### src/rtl/horner_sequencer_if.sv
// Control bundle between the Horner sequencer (master) and the Mul_Sum datapath / requester (slave).
interface horner_sequencer_if;
    logic       start;
    logic       ovf;
    logic       busy;
    logic       done;
    logic       error;
    logic [1:0] coef_sel;
    logic [1:0] i0_sel;
    logic [1:0] i1_sel;
    logic       ms_op;
    logic       acc0_en;
    logic       acc1_en;
    logic       or_en;

    modport master (
        input  start, ovf,
        output busy, done, error, coef_sel, i0_sel, i1_sel,
               ms_op, acc0_en, acc1_en, or_en
    );

    modport slave (
        output start, ovf,
        input  busy, done, error, coef_sel, i0_sel, i1_sel,
               ms_op, acc0_en, acc1_en, or_en
    );
endinterface

### src/rtl/horner_sequencer.sv
// Sequencer that drives the shared Mul_Sum datapath through Horner evaluation of a DEGREE polynomial.
// Optional macro OVF_CHECK_EN: datapath overflow in INIT/ADD/MUL sets the sticky error flag.
module horner_sequencer #(
    parameter int WORD_LENGTH = 8,
    parameter int DEGREE      = 2
) (
    input  logic                clk,
    input  logic                reset,
    horner_sequencer_if.master  bus
);

    generate
        if (DEGREE < 1 || DEGREE > 3 || WORD_LENGTH < 1) begin : g_param_check
            $error("horner_sequencer: DEGREE must be 1..3 and WORD_LENGTH >= 1");
        end
    endgenerate

    localparam logic [1:0] DEG_K = 2'(DEGREE);

    typedef enum logic [2:0] {
        S_IDLE,
        S_LATCH,
        S_INIT,
        S_ADD,
        S_MUL,
        S_WRITE,
        S_DONE
    } state_t;

    typedef struct packed {
        logic [1:0] coef_sel;
        logic [1:0] i0_sel;
        logic [1:0] i1_sel;
        logic       ms_op;
        logic       acc0_en;
        logic       acc1_en;
        logic       or_en;
        logic       busy;
        logic       done;
    } ctrl_t;

    state_t     state_reg;
    logic [1:0] k_reg;
    ctrl_t      ctrl_reg;
    logic       error_reg;

    logic accept;
    logic start_busy;
    logic ovf_hit;

    // Outputs are registered, so every transition loads the control word of the state being entered.
    function automatic ctrl_t decode(input state_t s, input logic [1:0] k);
        ctrl_t c;
        c = '0;
        case (s)
            S_LATCH: begin
                c.i0_sel  = 2'b11;
                c.i1_sel  = 2'b00;
                c.acc1_en = 1'b1;
                c.busy    = 1'b1;
            end
            S_INIT: begin
                c.i0_sel  = 2'b00;
                c.i1_sel  = 2'b10;
                c.ms_op   = 1'b1;
                c.acc0_en = 1'b1;
                c.busy    = 1'b1;
            end
            S_ADD: begin
                c.coef_sel = k;
                c.i0_sel   = 2'b00;
                c.i1_sel   = 2'b01;
                c.acc0_en  = 1'b1;
                c.busy     = 1'b1;
            end
            S_MUL: begin
                c.i0_sel  = 2'b10;
                c.i1_sel  = 2'b10;
                c.ms_op   = 1'b1;
                c.acc0_en = 1'b1;
                c.busy    = 1'b1;
            end
            S_WRITE: begin
                c.or_en = 1'b1;
                c.busy  = 1'b1;
            end
            S_DONE: begin
                c.done = 1'b1;
            end
            default: c = '0;
        endcase
        return c;
    endfunction

    assign accept     = bus.start && !ctrl_reg.busy;
    assign start_busy = bus.start && ctrl_reg.busy;

`ifdef OVF_CHECK_EN
    assign ovf_hit = bus.ovf && (state_reg == S_INIT || state_reg == S_ADD || state_reg == S_MUL);
`else
    // Port stays in the build; its value never reaches the error flag.
    assign ovf_hit = 1'b0 & bus.ovf;
`endif

    always_ff @(posedge clk) begin
        if (!reset) begin
            state_reg <= S_IDLE;
            k_reg     <= 2'd0;
            ctrl_reg  <= '0;
            error_reg <= 1'b0;
        end else begin
            case (state_reg)
                S_IDLE: begin
                    if (bus.start) begin
                        state_reg <= S_LATCH;
                        k_reg     <= 2'd0;
                        ctrl_reg  <= decode(S_LATCH, 2'd0);
                    end else begin
                        ctrl_reg  <= decode(S_IDLE, 2'd0);
                    end
                end
                S_LATCH: begin
                    state_reg <= S_INIT;
                    ctrl_reg  <= decode(S_INIT, 2'd0);
                end
                S_INIT: begin
                    state_reg <= S_ADD;
                    k_reg     <= 2'd1;
                    ctrl_reg  <= decode(S_ADD, 2'd1);
                end
                S_ADD: begin
                    if (k_reg == DEG_K) begin
                        state_reg <= S_WRITE;
                        ctrl_reg  <= decode(S_WRITE, 2'd0);
                    end else begin
                        state_reg <= S_MUL;
                        ctrl_reg  <= decode(S_MUL, 2'd0);
                    end
                end
                S_MUL: begin
                    state_reg <= S_ADD;
                    k_reg     <= k_reg + 2'd1;
                    ctrl_reg  <= decode(S_ADD, k_reg + 2'd1);
                end
                S_WRITE: begin
                    state_reg <= S_DONE;
                    ctrl_reg  <= decode(S_DONE, 2'd0);
                end
                S_DONE: begin
                    if (bus.start) begin
                        state_reg <= S_LATCH;
                        k_reg     <= 2'd0;
                        ctrl_reg  <= decode(S_LATCH, 2'd0);
                    end else begin
                        state_reg <= S_IDLE;
                        ctrl_reg  <= decode(S_IDLE, 2'd0);
                    end
                end
                default: begin
                    state_reg <= S_IDLE;
                    k_reg     <= 2'd0;
                    ctrl_reg  <= '0;
                end
            endcase

            // An accepted start opens a fresh run with a clean flag; otherwise the flag only accumulates.
            if (accept) begin
                error_reg <= 1'b0;
            end else if (start_busy || ovf_hit) begin
                error_reg <= 1'b1;
            end
        end
    end

    assign bus.coef_sel = ctrl_reg.coef_sel;
    assign bus.i0_sel   = ctrl_reg.i0_sel;
    assign bus.i1_sel   = ctrl_reg.i1_sel;
    assign bus.ms_op    = ctrl_reg.ms_op;
    assign bus.acc0_en  = ctrl_reg.acc0_en;
    assign bus.acc1_en  = ctrl_reg.acc1_en;
    assign bus.or_en    = ctrl_reg.or_en;
    assign bus.busy     = ctrl_reg.busy;
    assign bus.done     = ctrl_reg.done;
    assign bus.error    = error_reg;

endmodule

### src/flat_wrapper.sv
// flat-port wrapper written by rule: the top's interface ports become plain ports
module horner_sequencer_flat 
#(
    parameter int WORD_LENGTH = 8,
    parameter int DEGREE      = 2
)
  (clk, reset, bus_start, bus_ovf, bus_busy, bus_done, bus_error, bus_coef_sel, bus_i0_sel, bus_i1_sel, bus_ms_op, bus_acc0_en, bus_acc1_en, bus_or_en);
  horner_sequencer_if bus_i ();
  input  logic clk;
  input  logic reset;
  input wire logic [$bits(bus_i.start)-1:0] bus_start;
  input wire logic [$bits(bus_i.ovf)-1:0] bus_ovf;
  output wire logic [$bits(bus_i.busy)-1:0] bus_busy;
  output wire logic [$bits(bus_i.done)-1:0] bus_done;
  output wire logic [$bits(bus_i.error)-1:0] bus_error;
  output wire logic [$bits(bus_i.coef_sel)-1:0] bus_coef_sel;
  output wire logic [$bits(bus_i.i0_sel)-1:0] bus_i0_sel;
  output wire logic [$bits(bus_i.i1_sel)-1:0] bus_i1_sel;
  output wire logic [$bits(bus_i.ms_op)-1:0] bus_ms_op;
  output wire logic [$bits(bus_i.acc0_en)-1:0] bus_acc0_en;
  output wire logic [$bits(bus_i.acc1_en)-1:0] bus_acc1_en;
  output wire logic [$bits(bus_i.or_en)-1:0] bus_or_en;
  assign bus_i.start = bus_start;
  assign bus_i.ovf = bus_ovf;
  assign bus_busy = bus_i.busy;
  assign bus_done = bus_i.done;
  assign bus_error = bus_i.error;
  assign bus_coef_sel = bus_i.coef_sel;
  assign bus_i0_sel = bus_i.i0_sel;
  assign bus_i1_sel = bus_i.i1_sel;
  assign bus_ms_op = bus_i.ms_op;
  assign bus_acc0_en = bus_i.acc0_en;
  assign bus_acc1_en = bus_i.acc1_en;
  assign bus_or_en = bus_i.or_en;
  horner_sequencer #(.WORD_LENGTH(WORD_LENGTH), .DEGREE(DEGREE)) u_core (.clk(clk), .reset(reset), .bus(bus_i));
endmodule
### config.mk
export PLATFORM = sky130hd
export DESIGN_NAME = horner_sequencer_flat
export DESIGN_NICKNAME = d
export VERILOG_FILES = /design/src/rtl/horner_sequencer_if.sv /design/src/rtl/horner_sequencer.sv /design/src/flat_wrapper.sv
export SDC_FILE = /design/constraint.sdc
export NUM_CORES = 1
export LEC_CHECK = 0
export ABC_CLOCK_PERIOD_IN_PS = 2200
export CAP_MARGIN = 20
export CORE_AREA = 4 4 43 45
export CTS_CLUSTER_DIAMETER = 150
export DETAILED_ROUTE_END_ITERATION = 12
export DIE_AREA = 0 0 47 49
export PLACE_DENSITY_LB_ADDON = 0.2
export SLEW_MARGIN = 25
export SYNTH_ARGS = -nofsm -noshare
export SYNTH_HDL_FRONTEND = slang
export SYNTH_SLANG_ARGS = --single-unit
### constraint.sdc
create_clock -name clk -period 2.2 [get_ports clk]
set_input_delay 0.44 -clock clk [delete_from_list [all_inputs] [get_ports clk]]
set_output_delay 0.44 -clock clk [all_outputs]
set_load 0.005 [all_outputs]
======== Word level (Yosys, flattened, before mapping) ========
Cells that the tools add are included.
storage, ports and cells
  register bits ........................... 18
  bits of input ports ..................... 4
  output and inout bits ................... 13
  word-level logic and storage cells ...... 42
cells by class
  $add $sub $neg .......................... 1
  equal/unequal tests ..................... 9
  mux-type cells .......................... 9
  bitwise operators ....................... 2
  reductions and logical operators ........ 9
operators with widths
  operator                                               number
  one-hot mux 12 bit (6 select lines)                    1
  2-to-1 mux 10 bit                                      2
  one-hot mux 3 bit (6 select lines)                     1
  == test 3 bit, second input constant                   3
  one-hot mux 2 bit (4 select lines)                     1
  == test 3 x 2 -> 1 bit, second input constant          2
  OR reduction 2 bit                                     3
  == test 3 x 1 -> 1 bit, second input constant          1
  zero test 3 bit                                        1
  2-to-1 mux 3 bit                                       1
  OR reduction 3 bit                                     1
  adder 2 x 1 -> 2 bit, second input constant            1
  == test 2 bit, second input constant                   1
  logical AND 1 bit                                      2
  2-to-1 mux 1 bit                                       2
  2-to-1 mux 2 bit                                       1
  inequality test 2 x 1 -> 1 bit, second input constant  1
  inequality test 2 bit, second input constant           1
  NOT 1 bit                                              2
  AND reduction 2 bit                                    1
  zero test 1 bit                                        1

======== Depth between registers and ports, before layout ========
  word-level depth ........................ 4
  depth in mapped cells ................... 5
  depth with buffers taken out ............ 5

======== Worst setup path after synthesis ========
No wires, ideal clock.
  kind .................................... reg-to-reg
  from .................................... reg u_core.k_reg[0]
  to ...................................... reg u_core.k_reg[1]
  arrival ................................. 1,162 ps
  setup slack ............................. 978 ps
  stages on the path, launching flop included .. 6
  path buffers ............................ 0
  cells stage by stage .................... dfxtp_1 > inv_1 > ha_1 > nor4b_1 > a21o_1 > a32o_1
between the ends
  longest elaborated chain between the ends .. 2
ends and longest elaborated chain
  item                                RTL line                 RTL
  from (decl)                         horner_sequencer.sv:43   logic [1:0] k_reg;
  from (signal assigned)              horner_sequencer.sv:142  k_reg <= k_reg + 2'd1;
  adder 2 x 1 -> 2 bit                horner_sequencer.sv:142
  one-hot mux 2 bit (4 select lines)  horner_sequencer.sv:112  case (state_reg)
Every way passes these cells.
A chain may end at the register's enable or synchronous reset.

======== Worst setup path after layout ========
  from .................................... reg u_core.error_reg, in the netlist u_core.bus.error
  to ...................................... out bus_error
RTL lines
  item                    RTL line                 RTL
  from (decl)             horner_sequencer.sv:45   logic error_reg;
  from (signal assigned)  horner_sequencer.sv:110  error_reg <= 1'b0;
  from (signal assigned)  horner_sequencer.sv:168  error_reg <= 1'b0;
  from (signal assigned)  horner_sequencer.sv:170  error_reg <= 1'b1;
  to (decl)               flat_wrapper.sv:15       output wire logic [$bits(bus_i.error)-1:0] bus_error;
No word-level cell between the ends.

==> metrics.cfg <==
[finish]
final_layout_size_suffix_gt1_frac = 0.06593
antenna_cells = 0
largest_reg_flops = 3
postLayoutCoreUtil = 0.5927
final_cells = 107
fill_cells = 134
layout.nets = 97
syn_to_final_growth_pct = 23.36

[placement]
gp_congestion = 0.7350
dp_hpwl_um = 880.1
io_buffers = 15
post-place-cells = 103

[power_and_ir_drop]
leakage_nw = 0.3492
vdd_drop_max_mv = 0.3352
p_total_mw = 0.6182
powerDensity_nw_per_um2 = 708.9

[logic_synthesis]
synth_edf_count = 0
synthCells = 79
synth.cell_area_um2 = 706.9
synth_cell_type_count = 33
ys_seq_area_frac = 0.4531
synth_flop_cell = dfxtp_1
yosys_warnings = 0
async_reset_ff_frac = 0
synth.most_common_cell = dfxtp_1
synthTopCellsByArea = dfxtp_1, buf_4, nor2b_1
synthesis.nets = 84
synth_top_area_frac = 0.4531
synth_commonest_cells = dfxtp_1, nand2_1, nor2_1, o21ai_0
ys_ff_latch = 16
yosys.area.top_type = dfxtp_1
syn_area_per_cell_um2 = 8.948

[drt]
viasPerCell = 5.364
wire_per_inst_um = 11.68
dr_total_vias = 574
finalWirelength_um = 1250
ant_nets = 0
dr.pass1.iters = 5
drtIter0Drc = 12
drc_errors = 0

[setup_path]
rr_endpoint = u_core.k_reg[0]
r2r_setup_slack_ns = 0.79
start_kind = flip-flop
critical_path.reg2reg.startpoint = u_core.state_reg[2]
cp_num_cells = 1
endpoint_kind = primary output
slowest_delay_ns = 0.50
worstPathArrival_ns = 1.13
crit_chain = clkdlybuf4s50_1
cp_num_buf_inv = 1
critical-path-top-delay-family = buffers and inverters
reg2regPathDepth = 3
crit_slowest_cell = clkdlybuf4s50_1
crit_type = reg2out
cp_max_fo = 2
critPathRequiredTime_ns = 1.76

[clock_network]
clkTransAtPathRegs_ns = 0.09
cts_hold_buf = 0
cts_htree_levels = 1
cts.sinks = 16
cts-root-buf = clkbuf_4
cts_resized = 0
postCtsSetupBuffers = 0
clk-insertion-delay-late_ns = 0.28
cts_tree = built
cts_buffer_depth = 2
cts_made_buffers = 3

[min_path]
hold_depth = 2
worstHoldPathType = reg2reg
holdPathEnd = u_core.bus.error
min_from = u_core.bus.error

[timing]
rsz0062_at_grt = false
period_share = 0.7119
slew_headroom = 0.6410
setup_viol_count_final = 0
fmax_mhz = 638.5
min_period_ns = 1.566
setup-tns-final_ns = 0
holdWs_ns = 0.5310
finalHoldViolCount = 0
final-max-slew-violation-count = 0
fin_worst_skew_ns = 0.002647
tightest_slew_ns = 0.5377

[global_routing]
grt_usage = 0.1203
grt_start_max_net_pins = 20
antenna_found_initial = 0
grt_pass1_vias = 483
grt_pass1_wl_um = 2111
overflow = 0

[floorplanning]
core_area_um2 = 1471
start_util = 0.4804
rows = 14
die_h_um = 49
die_w_um = 47
ios = 17
dieArea_um2 = 2303

[status]
status = completed

[run]
maxCapViolCount = 0

==> layer usage <==
metal  GRT usage  up-vias  wire length (µm)
met1      0.1585      258               553
met3     0.03690        2                86
met4     0.04147        0                11
met5           0        -                 0
met2      0.1810       20               599
li1            -      294                 -
==> cell usage in the layout (no fill, tap or decap), types with 2 or more instances in the layout <==
master	n
and3_1	2
a211oi_1	2
a21boi_0	2
clkdlybuf4s50_1	15
a21oi_1	4
o21ai_0	5
nand2b_1	3
inv_1	2
clkbuf_4	3
nand2_1	6
dfxtp_1	16
nor2b_1	4
nor2_1	6
a21o_1	2
==> per-stage QoR <==
stage	setup WS [ns]	instance area (µm²)
floorplan	0.9780	706.9
global placement	0.4763	835.8
detailed placement	0.4684	835.8
CTS	0.6159	872.1
global route	0.5633	872.1
finish	0.6338	872.1
==> kinds of logic (layout without fill, tap and decap cells) <==
| logic type | Yosys count | in the layout | synth area share |
|---|---|---|---|
| adder cells (fa/ha/maj) | 1 | 1 | 0.01770 |
| multiplexers | 1 | 1 | 0.01416 |
| AND/OR/NAND/NOR | 31 | 31 | 0.2443 |
| flip-flops | 16 | 16 | 0.4531 |
| AO/OA/AOI/OAI | 20 | 20 | 0.1911 |
| buffers and inverters | 10 | 22 | 0.07964 |
==> cell type report <==
class / instances / area [µm²] / area share
sequential: 16 / 320.3 / 0.3673
tap: 16 / 20.02 / 0.02296
clock buffer: 4 / 36.28 / 0.04161
inverter: 2 / 7.507 / 0.008608
multi-input combinational: 53 / 330.3 / 0.3788
timing repair buffer: 16 / 157.7 / 0.1808
==> worst max-delay path by stage <==
stage | startpoint | to | slack, ns
after floorplan | u_core.k_reg[0] | u_core.k_reg[1] | 0.98
after global placement | reset | u_core.k_reg[1] | 0.48
after detailed placement | reset | u_core.k_reg[1] | 0.47
after CTS | u_core.bus.error | bus_error | 0.62
after global routing | u_core.bus.error | bus_error | 0.56
final | u_core.bus.error | bus_error | 0.63
==> where the power goes <==
part	switching (mW)	internal (mW)	leakage (nW)
clock	0.0895	0.101	0.0210
sequential	0.0231	0.308	0.131
combinational	0.0394	0.0572	0.197
Power figures use the tool's default switching activity.
